==> src/rtl/mux16_rr_sched_if.sv <==
// Handshake bundle between the requesters and the 16:1 mux scheduler.
// master drives req/done; slave (the scheduler) returns the select and grant.
interface mux16_rr_sched_if #(
  parameter int CNT_W = 8
);
  logic [15:0]      req;
  logic             done;
  logic [3:0]       sel;
  logic [15:0]      gnt;
  logic             gnt_valid;
  logic [CNT_W-1:0] busy_cnt;

  modport master (
    output req, done,
    input  sel, gnt, gnt_valid, busy_cnt
  );

  modport slave (
    input  req, done,
    output sel, gnt, gnt_valid, busy_cnt
  );
endinterface

==> src/rtl/mux16_rr_sched.sv <==
// Round-robin owner of a shared 16:1 mux; registered grant one edge after req.
// Tenure ends on done, holder withdrawal or hold timeout, always followed by one idle cycle.
module mux16_rr_sched #(
  parameter int MAX_HOLD = 8,
  parameter int CNT_W    = 8
) (
  input  logic               clk,
  input  logic               rst,
  mux16_rr_sched_if.slave    bus
);

  typedef enum logic {IDLE, GRANT} state_t;

  localparam logic [CNT_W-1:0] HOLD_LAST = CNT_W'(MAX_HOLD == 0 ? 0 : MAX_HOLD - 1);

  state_t           state_q, state_d;
  logic [3:0]       ptr_q, ptr_d;
  logic [3:0]       sel_q, sel_d;
  logic [15:0]      gnt_q, gnt_d;
  logic             vld_q, vld_d;
  logic [CNT_W-1:0] busy_q, busy_d;

  logic [3:0]       cand;
  logic [3:0]       pick;
  logic             found;
  logic             rel;

  // Walk offsets high to low so the nearest set bit at or after ptr wins.
  always_comb begin
    cand  = '0;
    pick  = ptr_q;
    found = 1'b0;
    for (int i = 15; i >= 0; i--) begin
      cand = ptr_q + 4'(i);
      if (bus.req[cand]) begin
        pick  = cand;
        found = 1'b1;
      end
    end
  end

  assign rel = bus.done || !bus.req[sel_q] || ((MAX_HOLD != 0) && (busy_q == HOLD_LAST));

  always_comb begin
    state_d = state_q;
    ptr_d   = ptr_q;
    sel_d   = sel_q;
    gnt_d   = gnt_q;
    vld_d   = vld_q;
    busy_d  = busy_q;
    case (state_q)
      IDLE: begin
        if (found) begin
          state_d = GRANT;
          sel_d   = pick;
          gnt_d   = 16'h0001 << pick;
          vld_d   = 1'b1;
          busy_d  = '0;
        end
      end
      GRANT: begin
        // sel and busy_cnt freeze on release so the mux output stays put while idle.
        if (rel) begin
          state_d = IDLE;
          gnt_d   = '0;
          vld_d   = 1'b0;
          ptr_d   = sel_q + 4'd1;
        end else if (busy_q != '1) begin
          busy_d = busy_q + 1'b1;
        end
      end
      default: state_d = IDLE;
    endcase
  end

  always_ff @(posedge clk or posedge rst) begin
    if (rst) begin
      state_q <= IDLE;
      ptr_q   <= '0;
      sel_q   <= '0;
      gnt_q   <= '0;
      vld_q   <= 1'b0;
      busy_q  <= '0;
    end else begin
      state_q <= state_d;
      ptr_q   <= ptr_d;
      sel_q   <= sel_d;
      gnt_q   <= gnt_d;
      vld_q   <= vld_d;
      busy_q  <= busy_d;
    end
  end

  assign bus.sel       = sel_q;
  assign bus.gnt       = gnt_q;
  assign bus.gnt_valid = vld_q;
  assign bus.busy_cnt  = busy_q;

endmodule

==> src/flat_wrapper.sv <==
// flat-port wrapper written by rule: the top's interface ports become plain ports
module mux16_rr_sched_flat 
#(
  parameter int MAX_HOLD = 8,
  parameter int CNT_W    = 8
)
  (clk, rst, bus_req, bus_done, bus_sel, bus_gnt, bus_gnt_valid, bus_busy_cnt);
  mux16_rr_sched_if #(.CNT_W(CNT_W)) bus_i ();
  input  logic clk;
  input  logic rst;
  input wire logic [$bits(bus_i.req)-1:0] bus_req;
  input wire logic [$bits(bus_i.done)-1:0] bus_done;
  output wire logic [$bits(bus_i.sel)-1:0] bus_sel;
  output wire logic [$bits(bus_i.gnt)-1:0] bus_gnt;
  output wire logic [$bits(bus_i.gnt_valid)-1:0] bus_gnt_valid;
  output wire logic [$bits(bus_i.busy_cnt)-1:0] bus_busy_cnt;
  assign bus_i.req = bus_req;
  assign bus_i.done = bus_done;
  assign bus_sel = bus_i.sel;
  assign bus_gnt = bus_i.gnt;
  assign bus_gnt_valid = bus_i.gnt_valid;
  assign bus_busy_cnt = bus_i.busy_cnt;
  mux16_rr_sched #(.MAX_HOLD(MAX_HOLD), .CNT_W(CNT_W)) u_core (.clk(clk), .rst(rst), .bus(bus_i));
endmodule
==> config.mk <==
export PLATFORM = sky130hd
export DESIGN_NAME = mux16_rr_sched_flat
export DESIGN_NICKNAME = d
export VERILOG_FILES = /design/src/rtl/mux16_rr_sched_if.sv /design/src/rtl/mux16_rr_sched.sv /design/src/flat_wrapper.sv
export SDC_FILE = /design/constraint.sdc
export NUM_CORES = 1
export LEC_CHECK = 0
export BUFFER_PORTS_ARGS = -buffer_cell sky130_fd_sc_hd__buf_2
export CAP_MARGIN = 30
export CORE_MARGIN = 5
export CORE_UTILIZATION = 35
export CTS_CLUSTER_SIZE = 16
export DETAILED_ROUTE_END_ITERATION = 7
export GPL_ROUTABILITY_DRIVEN = 1
export PLACE_DENSITY = 0.53
export SYNTH_ARGS = -nofsm -noshare
export SYNTH_HDL_FRONTEND = slang
export SYNTH_SLANG_ARGS = --single-unit
==> constraint.sdc <==
create_clock -name clk -period 4.85 [get_ports clk]
set_input_delay 0.485 -clock clk [delete_from_list [all_inputs] [get_ports clk]]
set_output_delay 0.485 -clock clk [all_outputs]
set_load 0.01 [all_outputs]
==> summary.md <==
| Metric | Value |
|---|---|
| Status | `completed` |
| CTS tree | `built` |
| Worst Hold Class | `input pin to async pin` |
| GRT Total Usage | `a little under a fifth` |
| Reg2Reg Setup Slack | `roughly 750 ps` |
| Clk_lat worst skew | `~280 ps` |
| CTS Buffer Depth | `2` |
| FF+latch count, synth | `34` |
| Post-cts gate resize count | `0` |
| Post-Syn Nets | `approximately 460` |
| Worst Tran Pin Value | `between 800 and 900 ps` |
| Largest net degree at the start of global routing | `35` |
| Sequential share of the synthesized area | `about a fifth` |
| RSZ-0062 raised after global routing | `false` |
| Die extent in x | `around 120 um` |
| Starting Density | `between 30% and 40%` |
| N_diodes | `0` |
| Vias per cell | `6.30` |
| Inserted Clock Buffers | `5` |
| Crit path kind | `register to register` |
| FF-to-FF path depth | `9` |
| Worst relative slew slack | `between 40% and 50%` |
| Clock Pin Slew Worst Setup and Hold Paths | `50 ps` |
| Maxcap violations | `0` |
| DRT Pass-1 Iters | `4` |
| # rows | `40` |
| Async set-reset flop share out of synthesis | `between 90% and 100%` |
| Setup_tns | `0 ps` |
| Required time worst endpoint | `roughly 5000 ps` |
| # clock sinks | `34` |
| Wire per inst | `between 20 and 25 um` |
| Largest fanout on the critical path | `31` |
| CTS H-tree lvls | `2` |
| Setup bufs post-CTS | `0` |
| Synthesized area per cell | `roughly 10 sq um` |
| IO Port Bufs | `47` |
| Final setup violating endpoints | `0` |
| Count of different cell masters after synthesis | `between 70 and 80` |
| Crit start category | `register` |
| Worst Path Arrival | `around 4300 ps` |
| Initial antenna violation count | `0` |
| Fmax | `around 240 MHz` |
| Worst Skew | `around 3.5 ps` |
| First-pass GRT wire length | `21.2 mm` |
| Period utilisation layout | `between 80% and 90%` |
| Count of boundary I/O pins | `48` |
| Kind of end point of the critical path | `register` |
| Synth warnings | `0` |
| Most used DFF post-synth | `dfrtp_1` |
| DRC Markers | `0` |
| Die area | `between 0.01 and 0.015 sq mm` |
| Final Critical Period | `around 4000 ps` |
| Post-synthesis cell count | `around 430` |
| Endpoints failing hold | `0` |
| Die H | `121 um` |
| Syn-to-layout area delta | `11.6%` |
| Max-slew violation count | `0` |
| Mapped Area | `approximately 0.0043 sq mm` |
| Routed WL | `about 13 mm` |
| Vias in the first global route | `roughly 3.8k` |
| CTS hold repair buffers | `0` |
| EDFF count, synth | `0` |
| Vias | `roughly 3.9k` |
| Core Region | `0.0120 sq mm` |
| Fraction of layout cells with a size suffix above 1 | `a little under a third` |
| Final antenna-violating net count | `0` |
| Placer Congestion | `0.927` |
| Final HPWL DP | `about 9.8 mm` |
| Nets | `just under 500` |
| CTS Root Cell | `clkbuf_16` |
| DRT iter0 DRCs | `327` |
| Grt total ovfl | `0` |
## cell usage after synthesis, types with 3 or more instances
library cell  instances  area (sq um)
nor2b_1               3          18.8
mux4_2               34           766
or2_1                 3          18.8
o41ai_1              14           123
clkbuf_1              4          15.0
mux2i_4               4          90.1
or2_2                 3          18.8
nand3_1               6          30.0
nor3_1               12          60.1
xnor2_1              11          96.3
buf_2                11          55.1
o21ai_0              14          70.1
o21a_1                3          22.5
o211ai_1              5          37.5
a21oi_1              23           115
mux2_2               17           191
or4_1                 4          30.0
inv_1                13          48.8
nand2b_1              6          37.5
ha_1                  9           113
nor2_1               25          93.8
buf_6                 6          67.6
o31ai_1               8          60.1
mux4_1                4           105
mux2i_1              29           290
o41ai_2               3          48.8
o22ai_1               5          31.3
nand2_1              46           173
nor4b_1               3          26.3
dfrtp_1              34           851
xor2_1                3          26.3
buf_4                 4          30.0
## metrics by stage
stage	utilization, %	instance area, sq um	hold slack [ps]	setup slack, ps	std cells
floorplan	-	4280	509	825	428
global placement	38.4	4610	457	820	607
detailed placement	38.4	4610	464	819	607
CTS	39.8	4780	305	787	615
global route	39.8	4780	339	365	615
finish	39.8	4780	293	747	615
## critical path, stage by stage, from the launching register on
cell and delay (ps):
dfrtp_1 340, buf_4 390, ha_1 390, nand2_1 110, xnor2_1 660, mux2i_1 580, a211oi_2 80, and4_1 300
or4_1 730, o41ai_1 390
## cell families (layout without fill, tap and decap cells)
group	count (synthesis)	in the layout	synth area share, %
adders and majority gates	9	9	2.63
xor gates and xnor gates	17	17	4.00
buffers and inverters	42	82	5.41
DFF	34	34	19.9
AOI/OAI and AO/OA	112	112	19.7
muxes	90	90	34.3
and+or+nand+nor	124	124	14.1
## routing by layer
layer  track usage (%)  vias to the layer above  wire [um]
met3              3.70                       29        775
li1                  -                     1784          -
met4              7.01                        0        442
met5                 0                        -          0
met1              25.8                     1926       5950
met2              27.9                      134       6060
## state kept, by name (all words and copies together) (netlist names)
signal,cells
u_core.ptr_q,4
u_core.bus.gnt,16
u_core.bus.busy_cnt,8
u_core.bus.sel,4
u_core.bus.gnt_valid,1
u_core.state_q,1
## path summary, 6_finish.rpt
kind | start | endpoint
min in group clk | u_core.bus.gnt[2]$_DFFE_PP0P_ | u_core.bus.gnt[2]$_DFFE_PP0P_
max in group asynchronous | rst | u_core.bus.sel[2]$_DFFE_PP0P_
worst max-delay path | u_core.ptr_q[1]$_DFFE_PP0P_ | u_core.bus.gnt[7]$_DFFE_PP0P_
worst max register to register | u_core.ptr_q[1]$_DFFE_PP0P_ | u_core.bus.gnt[7]$_DFFE_PP0P_
worst min-delay path | rst | u_core.bus.busy_cnt[2]$_DFFE_PP0P_
worst min register to register | u_core.bus.gnt[2]$_DFFE_PP0P_ | u_core.bus.gnt[2]$_DFFE_PP0P_
## area by class of cell
class	instances	area, sq um
tap	147	184
timing repair buffer	58	318
clock buffer	8	166
sequential	34	851
inverter	16	60.1
multi-input combinational	352	3200
fill	1194	7230
## layout by cell type, fill, tap and decap left out, drive strengths merged, types with 6 or more instances in the layout
| cell | count |
|---|---|
| mux2i | 35 |
| ha | 9 |
| nor3 | 13 |
| o21ai | 17 |
| clkbuf | 8 |
| mux2 | 17 |
| o31ai | 8 |
| dfrtp | 34 |
| nand3 | 6 |
| or2 | 6 |
| o211ai | 6 |
| inv | 15 |
| a21oi | 23 |
| o41ai | 17 |
| nand2 | 46 |
| xnor2 | 13 |
| nand2b | 6 |
| buf | 58 |
| mux4 | 38 |
| nor2 | 26 |
Power is left out: the tool's default activity adds up to more than one toggle a clock period on the data nets, which glitch-free logic cannot reach.
